## src/rtl/frame_capture_ctrl.sv

```systemverilog
// Frame capture controller: arms on command, waits for a frame-start sync and
// streams one RGB565 frame (or back-to-back frames) into a linear frame buffer.
module frame_capture_ctrl #(
  parameter int IMG_W  = 640,
  parameter int IMG_H  = 480,
  parameter int ADDR_W = 19
) (
  input  logic              clk,
  input  logic              reset,
  input  logic              cmd_start,
  input  logic              cmd_continuous,
  input  logic              cmd_abort,
  input  logic [ADDR_W-1:0] base_addr,
  input  logic              img_valid,
  input  logic              img_sync,
  input  logic [15:0]       img_data,
  output logic              img_ready,
  output logic              wr_valid,
  output logic [ADDR_W-1:0] wr_addr,
  output logic [15:0]       wr_data,
  input  logic              wr_ready,
  output logic              busy,
  output logic              frame_done,
  output logic              frame_err,
  output logic [7:0]        frame_count
);

  localparam int COL_W  = (IMG_W > 1) ? $clog2(IMG_W) : 1;
  localparam int LINE_W = (IMG_H > 1) ? $clog2(IMG_H) : 1;
  localparam logic [COL_W-1:0]  COL_LAST  = COL_W'(IMG_W - 1);
  localparam logic [LINE_W-1:0] LINE_LAST = LINE_W'(IMG_H - 1);

  typedef enum logic [1:0] {IDLE, WAIT_SYNC, CAPTURE, FLUSH} state_t;

  state_t            state, state_next;
  logic [ADDR_W-1:0] base_q;
  logic [ADDR_W-1:0] pix_addr;
  logic              cont_q;
  logic [COL_W-1:0]  col_cnt;
  logic [LINE_W-1:0] line_cnt;
  logic              accept, last_pixel, final_hs, short_frame, frame_start;

  assign accept      = (state == CAPTURE) && img_valid && img_ready;
  assign last_pixel  = accept && (col_cnt == COL_LAST) && (line_cnt == LINE_LAST);
  assign final_hs    = (state == FLUSH) && wr_valid && wr_ready;
  assign short_frame = (state == CAPTURE) && img_sync;
  assign frame_start = ((state == WAIT_SYNC) && img_sync) || short_frame;
  assign busy        = (state != IDLE);

  always_comb begin
    img_ready = 1'b0;
    case (state)
      IDLE, WAIT_SYNC: img_ready = 1'b1;
      CAPTURE:         img_ready = !wr_valid || wr_ready;
      default:         img_ready = 1'b0;
    endcase
  end

  always_ff @(posedge clk) begin
    if (reset) state <= IDLE;
    else       state <= state_next;
  end

  // Abort wins over every other request; a short frame keeps us in CAPTURE.
  always_comb begin
    state_next = state;
    if (cmd_abort) begin
      state_next = IDLE;
    end else begin
      case (state)
        IDLE:      if (cmd_start) state_next = WAIT_SYNC;
        WAIT_SYNC: if (img_sync) state_next = CAPTURE;
        CAPTURE:   if (!img_sync && last_pixel) state_next = FLUSH;
        FLUSH:     if (final_hs) state_next = cont_q ? WAIT_SYNC : IDLE;
        default:   state_next = IDLE;
      endcase
    end
  end

  // pix_addr tracks base + line*IMG_W + col incrementally, so no multiplier.
  always_ff @(posedge clk) begin
    if (reset) begin
      base_q      <= '0;
      cont_q      <= 1'b0;
      pix_addr    <= '0;
      col_cnt     <= '0;
      line_cnt    <= '0;
      wr_valid    <= 1'b0;
      wr_addr     <= '0;
      wr_data     <= '0;
      frame_done  <= 1'b0;
      frame_err   <= 1'b0;
      frame_count <= '0;
    end else begin
      frame_done <= final_hs && !cmd_abort;
      frame_err  <= short_frame && !cmd_abort;
      if (final_hs && !cmd_abort) frame_count <= frame_count + 8'd1;
      if ((state == IDLE) && cmd_start && !cmd_abort) begin
        base_q <= base_addr;
        cont_q <= cmd_continuous;
      end
      if (!cmd_abort) begin
        if (frame_start) begin
          col_cnt  <= '0;
          line_cnt <= '0;
          pix_addr <= base_q;
        end else if (accept) begin
          pix_addr <= pix_addr + ADDR_W'(1);
          if (col_cnt == COL_LAST) begin
            col_cnt  <= '0;
            line_cnt <= (line_cnt == LINE_LAST) ? '0 : line_cnt + LINE_W'(1);
          end else begin
            col_cnt <= col_cnt + COL_W'(1);
          end
        end
      end
      if (cmd_abort) begin
        wr_valid <= 1'b0;
      end else if (accept && !img_sync) begin
        wr_valid <= 1'b1;
        wr_addr  <= pix_addr;
        wr_data  <= img_data;
      end else if (wr_ready) begin
        wr_valid <= 1'b0;
      end
    end
  end

endmodule

```

## config.mk

```make
export PLATFORM = sky130hd
export DESIGN_NAME = frame_capture_ctrl
export DESIGN_NICKNAME = d
export VERILOG_FILES = /design/src/rtl/frame_capture_ctrl.sv
export SDC_FILE = /design/constraint.sdc
export NUM_CORES = 1
export LEC_CHECK = 0
export ABC_AREA = 1
export CORE_MARGIN = 2
export CORE_UTILIZATION = 52
export CTS_CLUSTER_DIAMETER = 120
export DETAILED_ROUTE_END_ITERATION = 6
export PLACE_DENSITY_LB_ADDON = 0.05
export SYNTH_ARGS = -nofsm -noshare
export SYNTH_HDL_FRONTEND = slang
export SYNTH_SLANG_ARGS = --single-unit
```

## constraint.sdc

```tcl
create_clock -name clk -period 1.9 [get_ports clk]
set_input_delay 0.38 -clock clk [delete_from_list [all_inputs] [get_ports clk]]
set_output_delay 0.38 -clock clk [all_outputs]
set_load 0.05 [all_outputs]
```

==> metrics.yaml <==
synth_area_per_cell_um2: 7.024
dieArea_um2: 10350
critPathKind: "flip-flop to output port"
ys_seq_area_share_pct: 42.73
r2r_setup_slack_ns: 0.04
fmax_ghz: 0.5218
p_clk_share_pct: 33.5
yosys.area.top_type: "dfxtp_1"
antenna_found_initial: 0
io_pins: 91
dpl_worst_slack_ns: -0.2377
timing.final.ws_setup_ns: -0.01652
power.internal_mw: 3.170
via_count: 4943
track_usage_pct: 25.61
clkLatencyLatePin_ns: 0.38
worstRegToRegCells: 9
gr-total-overflow: 0
netlist.area_leader.share_pct: 42.73
grt_pass1_vias: 4779
n_antenna_cell: 0
r2r_end: "pix_addr[6]$_SDFFE_PP0P_"
cap_violations: 0
routed_wl_mm: 12.88
vdd_drop_max_v: 0.0004592
syn-instance-count: 707
power_density_nw_per_um2: 686.2
required_ns: 1.52
yosys.cell_types.count: 38
syn_area_um2: 4966
tightest_slew_ns: 0.5199
synth_most_common_cell: "nand2_1"
ant_nets: 0
synthFlopType: "dfxtp_1"
syn2layout_area_growth_pct: 28.52
timing.rr.start: "state[1]$_SDFFE_PP0P_"
yosys_warnings: 0
rsz0062_at_grt: "true"
drt_iter0_markers: 202
min_path_cells: 2
finalCritPeriodShare_pct: 100.9
worstPathMaxFanout: 3
crit_path_start_kind: "flip-flop"
synth_nets: 758
p_total_mw: 4.380
netlist_top_cells_count: "117 x nand2_1, 106 x dfxtp_1, 102 x nor2_1, 81 x inv_1, 78 x a21oi_1"
synthTopCellsByArea: "dfxtp_1 43%, nand2_1 8.8%, a21oi_1 7.9%, nor2_1 7.7%, o21ai_0 6.1%"
skew_ns: 0.01911
sw_frac_of_total_pct: 27.62
synth_enable_flop_cells: 0
die_h_um: 101.7
p_leak_nw: 2.604
endpoint_kind: "output port"
combPwrFrac_pct: 13.6
die_w_um: 101.7
dp_hpwl_mm: 9.268
hold_path_end: "base_q[1]$_SDFFE_PP0P_"
p_sw_mw: 1.210
htreeDepth: 3
cp-startpoint: "state[0]$_SDFFE_PP0P_"
gp_congestion: 0.9022
nNetsFinal: 864
async_flop_share_pct: 0
setup_violations: 1
p_seq_share_pct: 52.9
synth-seq-cells: 106
violations: "setup timing"
clockRootBuffer: "clkbuf_8"
grt_max_degree: 54
crit_arrival_ns: 1.54
finalCriticalPeriod_ns: 1.917
max-slew-margin-rel_pct: 65.48
cts_tree: "done"
drive_above_1_share_pct: 14.18
outcome: "finished with violations"
hold_path_class: "flip-flop to flip-flop"
rows: 35
initial_utilization_pct: 53.74
slew_violations: 0
clk_path_buf_depth: 2
firstDrtPassIters: 5
coreArea_um2: 9240
drcViolationCount: 0
post_drt_wl_per_cell_um: 13.60
hold_viol: 0
min_from: "base_q[1]$_SDFFE_PP0P_"
clk_pin_slew_ns: 0.10
numCtsBuffers: 9
viasPerCell: 5.220
clock-sinks: 106
fillers: 779
portBuffers: 90
grt_pass1_wl_mm: 21.36
==> power groups by stage <==
| stage | combinational, mW | sequential, mW | clock, mW |
|---|---|---|---|
| floorplan | 0.300 | 2.37 | 0 |
| global placement | 0.534 | 2.37 | 0 |
| detailed placement | 0.544 | 2.37 | 0 |
| CTS | 0.569 | 2.32 | 1.50 |
| global route | 0.651 | 2.33 | 1.59 |
| finish | 0.596 | 2.32 | 1.47 |
==> timing repair <==
action                                  CTS  global route
gates resized for setup                  36            20
buffers inserted                          4             0
endpoints found under the setup margin   39            41
hold buffers                              0             0
pin swaps                                 2             3
==> flip-flops by register name, indices dropped and copies added, names as in the netlist <==
name	cells
frame_done	1
frame_count	8
pix_addr	19
base_q	19
wr_valid	1
frame_err	1
wr_addr	19
line_cnt	9
col_cnt	10
wr_data	16
state	2
cont_q	1
==> layout make-up <==
| type | count | area [um^2] | share of cell area (%) |
|---|---|---|---|
| clock buffer | 9 | 123.9 | 1.941 |
| clock inverter | 7 | 82.58 | 1.294 |
| inverter | 87 | 336.6 | 5.273 |
| multi-input combinational | 486 | 2444 | 38.29 |
| sequential | 106 | 2127 | 33.33 |
| tap | 129 | 161.4 | 2.529 |
| timing repair buffer | 123 | 1107 | 17.35 |
==> worst max-delay path: stages (launching register included) <==
cell and delay, ns:
dfxtp_2 0.35, buf_4 0.14, ha_4 0.17, nor2_4 0.09, nand2_2 0.06, buf_4 0.13, nand2_2 0.05, inv_2 0.04
buf_12 0.14
==> how the worst max path moves through the flow <==
stage | to | cells after the start
detailed placement | line_cnt[3]$_SDFFE_PP0P_ | 11
global route | line_cnt[7]$_SDFFE_PP0P_ | 11
finish | img_ready | 8
CTS | img_ready | 8
floorplan | frame_count[6]$_SDFFE_PP0P_ | 7
global placement | line_cnt[3]$_SDFFE_PP0P_ | 11
==> metrics by stage <==
stage	hold slack, ns	area (um^2)	utilization, %	TNS [ns]	std cells
after floorplan	0.4205	4966	-	0	707
after global placement	0.4340	6073	65.73	-3.259	927
after detailed placement	0.4415	6073	65.73	-4.795	927
after CTS	0.4553	6317	68.37	-0.05292	947
after global routing	0.4846	6382	69.07	-0.4326	947
final	0.4547	6382	69.07	-0.01652	947
==> placed cells by master (no fill, tap or decap), types with 11 or more instances in the layout <==
cell type / n
nor2_1: 99
nand2_1: 114
buf_4: 50
dlygate4sd2_1: 26
o21ai_0: 60
clkdlybuf4s50_1: 42
a21oi_1: 78
inv_1: 77
dfxtp_1: 104
nor3_1: 12
nand3_1: 54
nand2_2: 11
==> metal layers <==
layer  GRT usage (%)  part of all wire, %
met5               0                    0
met4           9.667                  2.4
met3           6.142                  5.5
met2           43.57                   48
met1           31.33                   44
==> cell families after synthesis <==
group,count (synthesis),synth area share [%]
XOR/XNOR,1,0.1764
buffers and inverters,115,9.902
AO/OA/AOI/OAI,158,16.48
adder cells (fa/ha/maj),8,2.016
flip-flops,106,42.73
AND/OR/NAND/NOR,319,28.70
(Power assumes the default switching activity.)
